`src/rtl/led_share_pkg.sv`:
```
// rtl/led_share_pkg.sv - shared types and helpers for the LED share arbiter
//
// Purpose: FSM state enum, owner-index width helper and requester-count limits
// used by led_share_arbiter and rr_arbiter.
// Ports: none (package).
package led_share_pkg;

  localparam int LSA_MIN_NUM_REQ = 2;
  localparam int LSA_MAX_NUM_REQ = 16;

  typedef enum logic {
    ST_ARB  = 1'b0,
    ST_HOLD = 1'b1
  } state_t;

  // Width of an index into n requesters; never below one bit.
  function automatic int owner_width(input int n);
    return (n < 2) ? 1 : $clog2(n);
  endfunction

endpackage

```
`src/rtl/led_share_arbiter_rr.sv`:
```
// rtl/led_share_arbiter_rr.sv - combinational round-robin arbiter
//
// Purpose: pick the first asserted request searching upward from a pointer,
// wrapping modulo N. The pointer register is owned by the parent.
// Ports:
//   i_req     [N]  request vector
//   i_ptr     [W]  highest-priority index (must be < N)
//   o_gnt     [N]  one-hot grant, zero when no request
//   o_gnt_idx [W]  index of the granted request
//   o_any     1    at least one request asserted
module rr_arbiter
  import led_share_pkg::*;
#(
  parameter  int N = 4,
  localparam int W = owner_width(N)
) (
  input  logic [N-1:0] i_req,
  input  logic [W-1:0] i_ptr,
  output logic [N-1:0] o_gnt,
  output logic [W-1:0] o_gnt_idx,
  output logic         o_any
);

  // Two passes give the wrap-around order: first indices at or above the
  // pointer, then those below it. The first hit wins.
  always_comb begin
    o_gnt     = '0;
    o_gnt_idx = '0;
    o_any     = 1'b0;
    for (int i = 0; i < N; i++) begin
      if (!o_any && i_req[i] && (W'(i) >= i_ptr)) begin
        o_any     = 1'b1;
        o_gnt[i]  = 1'b1;
        o_gnt_idx = W'(i);
      end
    end
    for (int i = 0; i < N; i++) begin
      if (!o_any && i_req[i] && (W'(i) < i_ptr)) begin
        o_any     = 1'b1;
        o_gnt[i]  = 1'b1;
        o_gnt_idx = W'(i);
      end
    end
  end

endmodule

```
`src/rtl/led_share_arbiter.sv`:
```
// rtl/led_share_arbiter.sv - time-multiplexes the LED bank between requesters
//
// Purpose: round-robin grant of the LED bank to one of NUM_REQ pattern
// requesters for a hold window of 2**HOLD_LOG2 cycles; idle display otherwise.
// Optional feature macro: LED_SHARE_IDLE_GRAY_EN (Gray-code idle display
// from a free-running counter; undefined = LEDs dark when idle).
// Ports:
//   i_clk          1               clock, rising edge
//   i_rst          1               synchronous active-high reset
//   i_req_valid    [NUM_REQ]       per-requester request
//   i_req_pattern  [NUM_REQ*LEDS]  pattern i at [i*LEDS +: LEDS]
//   o_req_ready    [NUM_REQ]       one-hot grant (combinational, ARB only)
//   o_led          [LEDS]          registered LED drive, active-high
//   o_busy         1               high while in HOLD
//   o_owner        [clog2 NUM_REQ] current or last owner index
module led_share_arbiter
  import led_share_pkg::*;
#(
  parameter  int NUM_REQ   = 4,
  parameter  int LEDS      = 5,
  parameter  int HOLD_LOG2 = 22,
  localparam int OW        = owner_width(NUM_REQ)
) (
  input  logic                    i_clk,
  input  logic                    i_rst,
  input  logic [NUM_REQ-1:0]      i_req_valid,
  input  logic [NUM_REQ*LEDS-1:0] i_req_pattern,
  output logic [NUM_REQ-1:0]      o_req_ready,
  output logic [LEDS-1:0]         o_led,
  output logic                    o_busy,
  output logic [OW-1:0]           o_owner
);

  if ((NUM_REQ < LSA_MIN_NUM_REQ) || (NUM_REQ > LSA_MAX_NUM_REQ) || (HOLD_LOG2 < 1))
  begin : g_bad_cfg
    $error("led_share_arbiter: unsupported NUM_REQ or HOLD_LOG2");
  end

  state_t                r_state;
  state_t                w_next_state;
  logic [OW-1:0]         r_ptr;
  logic [OW-1:0]         r_owner;
  logic [LEDS-1:0]       r_led;
  logic                  r_busy;
  logic [HOLD_LOG2-1:0]  r_hold_cnt;

  logic [NUM_REQ-1:0]    w_gnt;
  logic [OW-1:0]         w_gnt_idx;
  logic                  w_any;
  logic                  w_grant;
  logic                  w_hold_done;
  logic [OW-1:0]         w_ptr_next;
  logic [LEDS-1:0]       w_win_pattern;
  logic [LEDS-1:0]       w_idle_led;

  rr_arbiter #(
    .N (NUM_REQ)
  ) u_rr (
    .i_req     (i_req_valid),
    .i_ptr     (r_ptr),
    .o_gnt     (w_gnt),
    .o_gnt_idx (w_gnt_idx),
    .o_any     (w_any)
  );

  // Counter all-ones marks the last cycle of the window.
  assign w_hold_done = (r_state == ST_HOLD) && (r_hold_cnt == '1);

  assign w_ptr_next = (w_gnt_idx == OW'(NUM_REQ - 1)) ? '0 : (w_gnt_idx + OW'(1));

  always_comb begin
    w_win_pattern = '0;
    for (int i = 0; i < NUM_REQ; i++) begin
      if (w_gnt[i]) begin
        w_win_pattern = i_req_pattern[i*LEDS +: LEDS];
      end
    end
  end

`ifdef LED_SHARE_IDLE_GRAY_EN
  localparam int ICW = LEDS + HOLD_LOG2;

  logic [ICW-1:0]  r_idle_cnt;
  logic [LEDS-1:0] w_idle_top;

  // Free-running; grants do not clear it so the idle animation keeps phase.
  always_ff @(posedge i_clk) begin
    if (i_rst) begin
      r_idle_cnt <= '0;
    end else begin
      r_idle_cnt <= r_idle_cnt + ICW'(1);
    end
  end

  assign w_idle_top = r_idle_cnt[ICW-1 -: LEDS];
  assign w_idle_led = w_idle_top ^ (w_idle_top >> 1);
`else
  assign w_idle_led = '0;
`endif

  // State register
  always_ff @(posedge i_clk) begin
    if (i_rst) begin
      r_state <= ST_ARB;
    end else begin
      r_state <= w_next_state;
    end
  end

  // Next-state logic
  always_comb begin
    w_next_state = r_state;
    case (r_state)
      ST_ARB:  if (w_any)       w_next_state = ST_HOLD;
      ST_HOLD: if (w_hold_done) w_next_state = ST_ARB;
      default:                  w_next_state = ST_ARB;
    endcase
  end

  // Output logic: grants only in ARB and never while reset is asserted.
  always_comb begin
    o_req_ready = '0;
    w_grant     = 1'b0;
    if ((r_state == ST_ARB) && !i_rst) begin
      o_req_ready = w_gnt;
      w_grant     = w_any;
    end
  end

  // Registered LED / owner / busy datapath
  always_ff @(posedge i_clk) begin
    if (i_rst) begin
      r_ptr      <= '0;
      r_owner    <= '0;
      r_led      <= '0;
      r_busy     <= 1'b0;
      r_hold_cnt <= '0;
    end else if (w_grant) begin
      r_led      <= w_win_pattern;
      r_owner    <= w_gnt_idx;
      r_ptr      <= w_ptr_next;
      r_hold_cnt <= '0;
      r_busy     <= 1'b1;
    end else if (r_state == ST_HOLD) begin
      r_hold_cnt <= r_hold_cnt + HOLD_LOG2'(1);
      if (w_hold_done) begin
        r_busy <= 1'b0;
        r_led  <= w_idle_led;
      end
    end else begin
      r_led <= w_idle_led;
    end
  end

  assign o_led   = r_led;
  assign o_busy  = r_busy;
  assign o_owner = r_owner;

endmodule

```
`config.mk`:
```
export PLATFORM = sky130hd
export DESIGN_NAME = led_share_arbiter
export DESIGN_NICKNAME = d
export VERILOG_FILES = /design/src/rtl/led_share_pkg.sv /design/src/rtl/led_share_arbiter_rr.sv /design/src/rtl/led_share_arbiter.sv
export SDC_FILE = /design/constraint.sdc
export NUM_CORES = 1
export LEC_CHECK = 0
export BUFFER_PORTS_ARGS = -buffer_cell sky130_fd_sc_hd__buf_4
export CAP_MARGIN = 20
export CORE_AREA = 10 10 68 70
export DETAILED_ROUTE_END_ITERATION = 7
export DIE_AREA = 0 0 78 80
export HOLD_SLACK_MARGIN = 0.08
export PLACE_DENSITY = 0.84
export SKIP_CTS_REPAIR_TIMING = 1
export SLEW_MARGIN = 10
export SYNTH_ARGS = -nofsm -noshare
export SYNTH_HDL_FRONTEND = slang
export SYNTH_HIERARCHICAL = 1
export SYNTH_SLANG_ARGS = --single-unit
```
`constraint.sdc`:
```
create_clock -name i_clk -period 4.67 [get_ports i_clk]
set_clock_uncertainty 0.15 [all_clocks]
set_input_delay 0.7005 -clock i_clk [delete_from_list [all_inputs] [get_ports i_clk]]
set_output_delay 0.7005 -clock i_clk [all_outputs]
set_load 0.05 [all_outputs]
```
Yosys cells after proc, flatten, opt, wreduce, memory -nomap -nowiden. Cells that the tools add are included.

Bitwise operators: 1. Muxes and demuxes: 38. Equal/unequal tests: 3. $add $sub $neg: 2. $lt $le $gt $ge: 8. Reduce and logical (&&, ||, !) cells: 29.

Operator list (number): 2-to-1 mux 5 bit (7); adder 22 x 1 -> 22 bit, second input constant (1); == test 22 bit, second input constant (1); 2-to-1 mux 1 bit (22); logical AND 1 bit (17); 2-to-1 mux 2 bit (7); zero test 1 bit (8); greater-or-equal comparator 1 x 2 -> 1 bit, first input constant (2); greater-or-equal comparator 2 bit, first input constant (2); less-than comparator 1 x 2 -> 1 bit, first input constant (2); less-than comparator 2 bit, first input constant (2); 2-to-1 mux 4 bit (1); nonzero test 2 bit (2); != test 3 x 1 -> 1 bit, second input constant (1); adder 2 x 1 -> 2 bit, second input constant (1); == test 2 bit, second input constant (1); one-hot mux 1 bit (2 select lines) (1); AND reduction 2 bit (1); OR reduction 2 bit (1); NOT 1 bit (1).

Word-level logic and storage cells: 87. Input port bits: 26. Bits in registers: 33. Output and inout bits: 12.

Longest topological paths before layout.
Depth in word-level cells: 34. Gate-level depth with buffers: 8. Depth with buffers taken out: 7.

By module. Netlist, hierarchy kept.

By module, submodules not included: led_share_arbiter (area each 1619.1 um^2, times used 1, cells an instance 188); rr_arbiter (area each 222.7 um^2, times used 1, cells an instance 33).

Least setup slack after synthesis. OpenSTA, ideal clock, no wires.

Kind: input to output. Start point: input port i_req_valid[3]. End point: output port o_req_ready[2]. Stages: 6. Arrival: 1.972 ns. Setup slack: 1.847 ns. Path through: buf_4 > a21o_1 > a21oi_1 > o21a_1 > clkbuf_1 > and2_1.

Longest elaborated chain between the ends: 16.

RTL lines: start: declaration (RTL line led_share_arbiter.sv:26) `input logic [NUM_REQ-1:0] i_req_valid,`; logical AND 1 bit (*) (2 in series) (RTL line led_share_arbiter_rr.sv:31) `if (!o_any && i_req[i] && (W'(i) >= i_ptr)) begin`; 2-to-1 mux 1 bit (*) (RTL line led_share_arbiter_rr.sv:31); zero test 1 bit (RTL line led_share_arbiter_rr.sv:38) `if (!o_any && i_req[i] && (W'(i) < i_ptr)) begin`; logical AND 1 bit (2 in series) (RTL line led_share_arbiter_rr.sv:38); 2-to-1 mux 1 bit (*) (RTL line led_share_arbiter_rr.sv:38); zero test 1 bit (RTL line led_share_arbiter_rr.sv:38); logical AND 1 bit (2 in series) (RTL line led_share_arbiter_rr.sv:38); 2-to-1 mux 1 bit (*) (RTL line led_share_arbiter_rr.sv:38); zero test 1 bit (*) (RTL line led_share_arbiter_rr.sv:38); logical AND 1 bit (*) (2 in series) (RTL line led_share_arbiter_rr.sv:38); 2-to-1 mux 1 bit (*) (RTL line led_share_arbiter_rr.sv:38); named net w_gnt[2] (RTL line led_share_arbiter.sv:47) `logic [NUM_REQ-1:0] w_gnt;`; 2-to-1 mux 4 bit (*) (RTL line led_share_arbiter.sv:124) `if ((r_state == ST_ARB) && !i_rst) begin`; end: declaration (RTL line led_share_arbiter.sv:28) `output logic [NUM_REQ-1:0] o_req_ready,`.

Mark *: on every way through the listed nets, which the timed path passes. The rest lies on a longest branch.

Worst setup path after layout.
Start point: register r_ptr[0]. End point: output port o_req_ready[2].

Longest elaborated chain between the ends: 28.

RTL lines: start: declaration (RTL line led_share_arbiter.sv:41) `logic [OW-1:0] r_ptr;`; start signal: assignment (RTL line led_share_arbiter.sv:141) `r_ptr <= w_ptr_next;`; greater-or-equal comparator 1 x 2 -> 1 bit (RTL line led_share_arbiter_rr.sv:31); logical AND 1 bit (RTL line led_share_arbiter_rr.sv:31); 2-to-1 mux 1 bit (RTL line led_share_arbiter_rr.sv:31); zero test 1 bit (RTL line led_share_arbiter_rr.sv:31); logical AND 1 bit (2 in series) (RTL line led_share_arbiter_rr.sv:31); 2-to-1 mux 1 bit (RTL line led_share_arbiter_rr.sv:31); zero test 1 bit (RTL line led_share_arbiter_rr.sv:31); logical AND 1 bit (2 in series) (RTL line led_share_arbiter_rr.sv:31); [... 9 more ...]; zero test 1 bit (RTL line led_share_arbiter_rr.sv:38); logical AND 1 bit (2 in series) (RTL line led_share_arbiter_rr.sv:38); 2-to-1 mux 1 bit (RTL line led_share_arbiter_rr.sv:38); zero test 1 bit (RTL line led_share_arbiter_rr.sv:38); logical AND 1 bit (2 in series) (RTL line led_share_arbiter_rr.sv:38); 2-to-1 mux 1 bit (*) (RTL line led_share_arbiter_rr.sv:38); named net w_gnt[2] (RTL line led_share_arbiter.sv:47); 2-to-1 mux 4 bit (*) (RTL line led_share_arbiter.sv:124).

Marked as above.

==> impl_results.md <==
- Status: finished, final reports clean
- Pleak: 0.821 nW
- Setup crit start: r_ptr[0]
- Hold Violations, Final: 0
- Final non-filler cell total: 300
- Pwr Density: 295 nW/um^2
- VDD IR-drop max: 0.000153 V
- Min Tclk post-route: 2730 ps
- GP Congestion: 0.786
- Worst r2r src: r_state
- TritonCTS Sinks: 33
- Area growth syn-to-layout: 18.7%
- Core box area: 3280 um^2
- Crit Path Category: flop to output pin
- Total Routing Usage GR: 13.2%
- Worst Tran Pin Value: 731 ps
- Number of flops mapped to enable cells by yosys: 0
- DR WL met3: 370 um
- Syn nets: 249
- FF+latch count, synth: 33
- Dominant synthesized flop cell: dfxtp_1
- R2r endpoint: r_hold_cnt[19]
- Routed wire per std cell: 13.3 um
- Crit-path max FO: 12
- Worst Hold Class: flop to flop
- Layout cells sized above 1: 19.3%
- Final period utilization: 58.5%
- Initial antenna violation count: 0
- Post-synth top area share: 35.9%
- Die area: 6240 um^2
- Mapped Cells: 221
- Post-synthesis sequential area ratio: 35.9%
- Final setup TNS: 0 ps
- Reg-to-reg setup timing slack: 2490 ps
- First-pass GRT wire length: 6890 um
- Post-Syn Area per Cell: 8.33 um^2
- Final wirelength: 4000 um
- N_diodes: 0
- Total gr overflow: 0
- DRC viols: 0
- I/O pins: 38
- Peak Freq: 366 MHz
- Synth unique cells: 44
- Startpoint types: flop
- Layout Nets: 281
- H-tree depth: 2
- Metal-1 WL: 1790 um
- Die H: 80 um
- Slew Limit Fails: 0
- Top-count cell post-synth: dfxtp_1
- Setup-failing EPs final: 0
- Antenna viol nets, final: 0
- Min-Delay Startpoint: o_owner[0]
- Cell Rows: 21
- Vias: 1,701
- Capture point of the critical path: o_req_ready[2]
- Clk pin slew, worst setup/hold paths: 100 ps
- Initial core utilization: 56.1%
- Largest net degree at the start of global routing: 23
- Vias in the first global route: 1,562
- 1st-iter DRT viols: 87
- Nature of the critical path endpoint: output pin
- Max Root-Sink Buffers: 2
- Top cells by count, synth: dfxtp_1 (33), a21oi_1 (20), nand2_1 (17)
- Post-DP HPWL: 3050 um
- Die X: 78 um
- Synth area leaders: dfxtp_1 (36%), a21oi_1 (5.4%), nand2_1 (3.5%)
- Asr flop ratio synth: 0%
- Max_cap viols: 0
- PortBufs: 37
- Critical Path AT: 1880 ps
- Req. time, crit path: 3820 ps
- Clk_lat worst skew: 330 ps
- Slew margin rel.: 51.3%
- Num CTS Buffers: 5
- Total number of yosys warnings: 6
- Cell taking the most area after synthesis: dfxtp_1
- CTS tree: built
- Reg2reg path depth: 4
- RSZ-0062 raised after global routing: no
- Clock root buffer: clkbuf_4
- Wire length on met2: 1790 um
- DRT Pass-1 Iters: 4
- DR top layer: met4
- DR vias/cell: 5.67
- Total placed cells including tap cells: 292
- Mapped Area: 1840 um^2
## cell type report
cell class              instances  area, um^2
repair buffers                 37         278
inverters                       8        30.0
flip-flops and latches         33         661
fillers                       301        1100
clock inverters                 1        30.0
well taps                      46        57.6
multi-input cells             168        1070
clock buffers                   7        55.1
## how the worst min path moves through the flow
stage	slack, ps	to	cells after the start
floorplan	300	r_ptr[0]	2
global placement	290	o_owner[0]	2
detailed placement	300	o_owner[0]	2
CTS	320	o_owner[0]	2
global route	360	o_owner[0]	2
finish	310	o_owner[0]	2
## per-stage QoR
stage / setup WS, ps / cell area [um^2] / hold slack, ps / power, mW / utilization, %
after floorplan: 1850 / 1840 / 296 / 0.399 / -
after global placement: 2010 / 2100 / 294 / 0.432 / 64.0
after detailed placement: 1980 / 2100 / 301 / 0.434 / 64.0
after CTS: 1930 / 2190 / 316 / 0.651 / 66.6
after global routing: 1780 / 2190 / 359 / 0.677 / 66.6
final: 1940 / 2190 / 313 / 0.645 / 66.6
## kinds of logic after synthesis
logic type,share of synthesized area (%)
AOI/OAI and AO/OA,21.7
muxes,1.09
xor gates and xnor gates,5.23
DFF,35.9
and+or+nand+nor,28.9
adders and majority gates,1.36
buffers and inverters,5.77
## where the power goes
part | internal [mW] | total (mW) | switching (mW)
Sequential | 0.291 | 0.304 | 0.0130
Combinational | 0.0542 | 0.122 | 0.0678
Clock | 0.128 | 0.219 | 0.0914
Total | 0.473 | 0.645 | 0.172
## state kept, by name, summed over array words and instances, names as in the netlist
| name | flops |
|---|---|
| o_owner | 2 |
| o_busy | 1 |
| r_hold_cnt | 22 |
| r_state | 1 |
| o_led | 5 |
| r_ptr | 2 |
## worst max-delay path, stage by stage (launching register included)
cell	delay, ps
dfxtp_1	550
nand2b_1	130
a21oi_1	160
o21a_1	330
and2_1	190
buf_4	190
## placed cells by master (no fill, tap or decap), types with 7 or more instances in the layout
cell,netlist,layout
buf_4,2,37
o21ai_0,7,7
nor2_1,16,16
nand2_1,17,17
dfxtp_1,33,33
a21oi_1,20,20
inv_1,8,8
nand3_1,7,7
## layer usage
layer	vias up	GRT usage (%)
li1	876	-
met1	778	14.7
met2	43	20.6
met3	4	6.98
met4	0	5.38
met5	-	0
No activity file was read; power rests on OpenSTA's default activity.
